$ cat src/rtl/fft_power_avg.sv
// Per-bin power averager over 2^LOG2_N frames with a sequential peak-bin scan.
// Optional peak-hold outputs when FFT_PWR_AVG_PEAK_HOLD_EN is defined.
module fft_power_avg #(
   parameter int W       = 8,
   parameter int LOG2_N  = 2,
   parameter int SKIP_DC = 1
) (
   input  logic                  clk,
   input  logic                  rst,
   input  logic                  pwr_valid,
   input  logic signed [2*W+2:0] pwr_0,
   input  logic signed [2*W+2:0] pwr_1,
   input  logic signed [2*W+2:0] pwr_2,
   input  logic signed [2*W+2:0] pwr_3,
   input  logic signed [2*W+2:0] pwr_4,
   input  logic signed [2*W+2:0] pwr_5,
   input  logic signed [2*W+2:0] pwr_6,
   input  logic signed [2*W+2:0] pwr_7,
   input  logic signed [2*W+2:0] pwr_8,
   input  logic signed [2*W+2:0] pwr_9,
   input  logic signed [2*W+2:0] pwr_10,
   input  logic signed [2*W+2:0] pwr_11,
   input  logic signed [2*W+2:0] pwr_12,
   input  logic signed [2*W+2:0] pwr_13,
   input  logic signed [2*W+2:0] pwr_14,
   input  logic signed [2*W+2:0] pwr_15,
   input  logic signed [2*W+2:0] pwr_16,
   output logic        [2*W+2:0] avg_0,
   output logic        [2*W+2:0] avg_1,
   output logic        [2*W+2:0] avg_2,
   output logic        [2*W+2:0] avg_3,
   output logic        [2*W+2:0] avg_4,
   output logic        [2*W+2:0] avg_5,
   output logic        [2*W+2:0] avg_6,
   output logic        [2*W+2:0] avg_7,
   output logic        [2*W+2:0] avg_8,
   output logic        [2*W+2:0] avg_9,
   output logic        [2*W+2:0] avg_10,
   output logic        [2*W+2:0] avg_11,
   output logic        [2*W+2:0] avg_12,
   output logic        [2*W+2:0] avg_13,
   output logic        [2*W+2:0] avg_14,
   output logic        [2*W+2:0] avg_15,
   output logic        [2*W+2:0] avg_16,
   output logic                  avg_valid,
   output logic [4:0]            peak_bin,
   output logic        [2*W+2:0] peak_pwr,
   output logic                  peak_valid,
   output logic                  scan_ovr
`ifdef FFT_PWR_AVG_PEAK_HOLD_EN
   ,
   input  logic                  hold_clr,
   output logic [4:0]            hold_bin,
   output logic        [2*W+2:0] hold_pwr
`endif
);

   localparam int PW    = 2*W+3;
   localparam int AW    = PW+LOG2_N;
   localparam int CW    = (LOG2_N > 0) ? LOG2_N : 1;
   localparam int NBINS = 17;

   typedef enum logic [1:0] {IDLE, SCAN, DONE} state_t;

   logic [PW-1:0] pwr_in [NBINS];
   logic [PW-1:0] pwr_c  [NBINS];
   logic [AW-1:0] sum    [NBINS];
   logic [AW-1:0] acc_q  [NBINS];
   logic [PW-1:0] avg_q  [NBINS];
   logic [CW-1:0] cnt_q;
   logic          complete;

   state_t        state_q, state_d;
   logic [4:0]    idx_q, best_bin_q, cand_bin;
   logic [PW-1:0] best_pwr_q, cand_pwr, cur_pwr;
   logic          last, finish, abort;

   assign pwr_in[0]  = pwr_0;
   assign pwr_in[1]  = pwr_1;
   assign pwr_in[2]  = pwr_2;
   assign pwr_in[3]  = pwr_3;
   assign pwr_in[4]  = pwr_4;
   assign pwr_in[5]  = pwr_5;
   assign pwr_in[6]  = pwr_6;
   assign pwr_in[7]  = pwr_7;
   assign pwr_in[8]  = pwr_8;
   assign pwr_in[9]  = pwr_9;
   assign pwr_in[10] = pwr_10;
   assign pwr_in[11] = pwr_11;
   assign pwr_in[12] = pwr_12;
   assign pwr_in[13] = pwr_13;
   assign pwr_in[14] = pwr_14;
   assign pwr_in[15] = pwr_15;
   assign pwr_in[16] = pwr_16;

   assign avg_0  = avg_q[0];
   assign avg_1  = avg_q[1];
   assign avg_2  = avg_q[2];
   assign avg_3  = avg_q[3];
   assign avg_4  = avg_q[4];
   assign avg_5  = avg_q[5];
   assign avg_6  = avg_q[6];
   assign avg_7  = avg_q[7];
   assign avg_8  = avg_q[8];
   assign avg_9  = avg_q[9];
   assign avg_10 = avg_q[10];
   assign avg_11 = avg_q[11];
   assign avg_12 = avg_q[12];
   assign avg_13 = avg_q[13];
   assign avg_14 = avg_q[14];
   assign avg_15 = avg_q[15];
   assign avg_16 = avg_q[16];

   // Negative powers clamp to zero; with LOG2_N=0 the counter never leaves 0.
   always_comb begin
      for (int unsigned k = 0; k < NBINS; k++) begin
         pwr_c[k] = pwr_in[k][PW-1] ? '0 : pwr_in[k];
         sum[k]   = acc_q[k] + AW'(pwr_c[k]);
      end
   end

   assign complete = pwr_valid && (cnt_q == CW'((1 << LOG2_N) - 1));

   always_ff @(posedge clk) begin
      if (rst) begin
         for (int unsigned k = 0; k < NBINS; k++) begin
            acc_q[k] <= '0;
            avg_q[k] <= '0;
         end
         cnt_q     <= '0;
         avg_valid <= 1'b0;
      end else begin
         avg_valid <= 1'b0;
         if (pwr_valid) begin
            if (complete) begin
               for (int unsigned k = 0; k < NBINS; k++) begin
                  avg_q[k] <= PW'(sum[k] >> LOG2_N);
                  acc_q[k] <= '0;
               end
               cnt_q     <= '0;
               avg_valid <= 1'b1;
            end else begin
               for (int unsigned k = 0; k < NBINS; k++)
                  acc_q[k] <= sum[k];
               cnt_q <= cnt_q + 1'b1;
            end
         end
      end
   end

   assign cur_pwr  = avg_q[idx_q];
   assign cand_pwr = (cur_pwr > best_pwr_q) ? cur_pwr : best_pwr_q;
   assign cand_bin = (cur_pwr > best_pwr_q) ? idx_q : best_bin_q;
   assign last     = (idx_q == 5'd16);
   assign abort    = avg_valid && (state_q != IDLE);

   // Result is registered on the last SCAN edge so peak_valid is visible in DONE;
   // it is withheld if a new average lands in that DONE cycle (which aborts).
   assign finish = (state_q == SCAN) && !avg_valid && last && !complete;

   always_comb begin
      state_d = state_q;
      case (state_q)
         IDLE:    if (avg_valid) state_d = SCAN;
         SCAN:    if (!avg_valid && last) state_d = DONE;
         DONE:    state_d = avg_valid ? SCAN : IDLE;
         default: state_d = IDLE;
      endcase
   end

   always_ff @(posedge clk) begin
      if (rst) state_q <= IDLE;
      else     state_q <= state_d;
   end

   always_ff @(posedge clk) begin
      if (rst) begin
         idx_q      <= '0;
         best_bin_q <= '0;
         best_pwr_q <= '0;
         peak_bin   <= '0;
         peak_pwr   <= '0;
         peak_valid <= 1'b0;
         scan_ovr   <= 1'b0;
      end else begin
         peak_valid <= 1'b0;
         if (abort) scan_ovr <= 1'b1;
         if (avg_valid) begin
            idx_q      <= 5'(SKIP_DC);
            best_bin_q <= 5'(SKIP_DC);
            best_pwr_q <= '0;
         end else if (state_q == SCAN) begin
            idx_q      <= idx_q + 5'd1;
            best_bin_q <= cand_bin;
            best_pwr_q <= cand_pwr;
         end
         if (finish) begin
            peak_bin   <= cand_bin;
            peak_pwr   <= cand_pwr;
            peak_valid <= 1'b1;
         end
      end
   end

`ifdef FFT_PWR_AVG_PEAK_HOLD_EN
   always_ff @(posedge clk) begin
      if (rst || hold_clr) begin
         hold_bin <= '0;
         hold_pwr <= '0;
      end else if (finish && (cand_pwr > hold_pwr)) begin
         hold_bin <= cand_bin;
         hold_pwr <= cand_pwr;
      end
   end
`endif

endmodule

$ cat config.mk
export PLATFORM = sky130hd
export DESIGN_NAME = fft_power_avg
export DESIGN_NICKNAME = d
export VERILOG_FILES = /design/src/rtl/fft_power_avg.sv
export SDC_FILE = /design/constraint.sdc
export NUM_CORES = 2
export LEC_CHECK = 0
export ABC_AREA = 1
export BUFFER_PORTS_ARGS = -buffer_cell sky130_fd_sc_hd__buf_2
export CORE_MARGIN = 3
export CORE_UTILIZATION = 59
export CTS_CLUSTER_DIAMETER = 30
export DETAILED_ROUTE_END_ITERATION = 7
export PLACE_DENSITY = 0.85
export SETUP_SLACK_MARGIN = 0.3
export SLEW_MARGIN = 25
export SYNTH_ARGS = -nofsm -noshare
export SYNTH_HDL_FRONTEND = slang
export SYNTH_SLANG_ARGS = --single-unit
$ cat constraint.sdc
create_clock -name clk -period 12.1 [get_ports clk]
set_clock_uncertainty 0.15 [all_clocks]
set_input_delay 1.815 -clock clk [delete_from_list [all_inputs] [get_ports clk]]
set_output_delay 1.815 -clock clk [all_outputs]
set_load 0.02 [all_outputs]
==> metrics.md <==
| Metric | Value |
|---|---|
| Syn Nets | 7276 |
| Largest net degree at the start of global routing | 180 |
| Routed length per instance | 20.4 um |
| Layout cells sized above 1 | 0.138 |
| H-Tree Depth | 4 |
| MaxCap Viol Count | 0 |
| Slew headroom | 0.279 |
| Xor and xnor area share after synthesis | 0.0373 |
| Initial antenna violation count | 4 |
| Post-synth top area share | 0.408 |
| Std cell rows | 106 |
| Final GP Congestion | between 0.9 and 1 |
| Hold Path Class | reg2reg |
| Final hold violation count | 0 |
| # nets final | 7944 |
| Syn avg cell area | 7.58 um^2 |
| Die Y | around 300 um |
| Pleak | 28.5 nW |
| First-pass GRT wire length | 262 mm |
| CTS sink count | 740 |
| Post-Synth Adder-Cell Area | 0.0888 |
| Number of primary I/O pins | between 600 and 700 |
| Synth Area in Simple Gates | 0.286 |
| GRT Residual Overflow | 0 |
| Largest family of logic cells by synthesized area | simple AND/OR/NAND/NOR gates |
| VDD IR max | 0.155 mV |
| Complex-gate fraction of the synthesized area | 0.0780 |
| Worst-path clk slew | 0.05 ns |
| Yosys Warn Count | 0 |
| Placed Cells | between 8k and 9k |
| Synth area leaders | edfxtp_1 41%, nor2_1 12%, nand2_1 11%, ha_1 8.2%, inv_1 6.0% |
| Die Area | 88400 um^2 |
| Worst Setup End Kind | register |
| Proportion of synthesized area in mux cells | 0 |
| 1st-pass router iterations | 6 |
| Yosys cell types | 41 |
| Most frequent cell after synthesis | nor2_1 |
| Layout area overhead | 19.8% |
| Post-synth EDFFs | about 700 |
| Hold buffer count at cts | 0 |
| Clock buffer depth | 3 |
| Final HPWL from detailed placement | 131 mm |
| Root buffer cell | clkbuf_16 |
| CTS tree | done |
| Initial drt markers | 5837 |
| Critical path arrival | 5.48 ns |
| Post-CTS Resized | 0 |
| Number of buffers created by CTS | 165 |
| Routed Antenna Nets | 0 |
| Vias per cell | 5.64 |
| Least-Margin Pin Slew | 1.08 ns |
| Width of the die | 297 um |
| Startpoint class of the critical path | input port |
| Total core area | between 80000 and 90000 um^2 |
| All-layer global routing usage | 0.383 |
| Max Freq | 190 MHz |
| Min cycle time layout | approximately 5.3 ns |
| Clock Latency Late Sink | 0.76 ns |
| Sequential share of the synthesized area | 0.432 |
| Areal power density over the cells | 153 nW/um^2 |
| Initial Util | 0.597 |
| Status | complete, no violations |
| Post-Layout Cell Count | 8553 |
| Via count | 48.3k |
| Cell Area, Synth | between 50000 and 60000 um^2 |
| Setup CP Type | in2reg |
| Syn Inst Count | 6605 |
| Dominant cell type by area after synthesis | edfxtp_1 |
| Vias in the first global route | 46.0k |
| Drt drc | 0 |
| Max FO, Critical Path | 76 |
| WP data required | 12.31 ns |
| Port Buf Inserts | 675 |
| Synth Register Bits | 740 |
| WL final | 175 mm |
| Setup violations, final | 0 |
| Final worst path period share | 0.436 |
| Post-synth ARST share | 0 |
| Top cells by count, synth | 1578 x nor2_1, 1443 x nand2_1, 802 x inv_1, 680 x edfxtp_1, 362 x a21oi_1 |
| Tot Pwr | 9.20 mW |
| Slew Viols, Final | 0 |
| RSZ-0062 raised after global routing | no |
| Post-CTS setup buffer count | 0 |
| Most used DFF post-synth | edfxtp_1 |
| Setup total negative slack | 0 ns |
## power breakdown
part	internal (mW)	total [mW]	switching (mW)
Combinational	0.465	1.47	1.00
Clock	3.04	4.64	1.59
Sequential	2.98	3.10	0.116
## placed cells by master (no fill, tap or decap), types with 7 or more instances in the layout
| master | instances |
|---|---|
| bufinv_16 | 21 |
| nand4_1 | 58 |
| o21bai_1 | 17 |
| a31oi_1 | 14 |
| nor4_1 | 7 |
| and2_1 | 14 |
| xor2_1 | 88 |
| inv_6 | 24 |
| ha_1 | 328 |
| nand3_1 | 353 |
| buf_2 | 675 |
| a21oi_1 | 362 |
| xnor2_1 | 125 |
| nor2_1 | 1578 |
| o21ai_0 | 290 |
| a21boi_0 | 18 |
| a21oi_2 | 17 |
| dfxtp_1 | 58 |
| edfxtp_1 | 680 |
| o21ai_1 | 11 |
| nor3_1 | 58 |
| nand3b_1 | 44 |
| inv_1 | 802 |
| fa_1 | 17 |
| clkinv_1 | 10 |
| nand2_1 | 1441 |
| buf_4 | 14 |
| clkinv_4 | 13 |
| clkinv_2 | 26 |
| clkinvlp_4 | 29 |
| clkbuf_16 | 170 |
## registers in the layout (all words and copies together), names as in the netlist
register / cells
acc_q: 357
avg_q: 323
avg_valid: 1
best_bin_q: 5
best_pwr_q: 19
cnt_q: 2
idx_q: 5
peak_bin: 5
peak_pwr: 19
peak_valid: 1
scan_ovr: 1
state_q: 2
## cells by family after synthesis
kind of cell / after synthesis
adders and majority gates: 345
xor gates and xnor gates: 213
AOI/OAI and AO/OA: 741
and+or+nand+nor: 3565
DFF: 740
buffers and inverters: 1001
## metrics by stage
stage	hold slack, ns	instance area, um^2	utilization	setup WS, ns
3_3_place_gp	0.292	54200	0.646	6.31
2_1_floorplan	0.296	50100	-	1.52
5_1_grt	0.340	60000	0.715	6.54
6_report	0.298	60000	0.715	6.82
4_1_cts	0.301	60000	0.715	6.99
3_5_place_dp	0.293	54200	0.646	6.20
## cell type report
class | count | area (um^2)
diodes | 3 | 7.51
clock buffers | 176 | 4280
clock inverters | 134 | 1490
multi-input cells | 4864 | 24600
flip-flops and latches | 740 | 21600
inverters | 810 | 3060
well taps | 1134 | 1420
fillers | 6722 | 23800
repair buffers | 692 | 3540
## routing by layer
metal  up-vias  routed length, um  GRT usage  part of all wire
li1      22800                  -          -                 -
met1     22400              67700      0.496              0.39
met2      2611              77800      0.597              0.45
met3       466              18500     0.0884              0.11
met4         2              10500      0.212             0.060
met5         -                 15          0          0.000086
## critical path, cell delays in order
cell and delay [ns]:
buf_2 0.54, inv_1 0.37, nand2_4 0.74, buf_4 0.91, buf_4 0.89
## worst paths after layout
path,start,end,slack [ns],cells after the start
worst max register to register,idx_q[0],best_pwr_q[4],6.89,20
worst min register to register,scan_ovr,scan_ovr,0.30,2
worst max-delay path,rst,avg_q[13][6],6.82,5
worst min-delay path,scan_ovr,scan_ovr,0.30,2
Power figures use the tool's default switching activity.
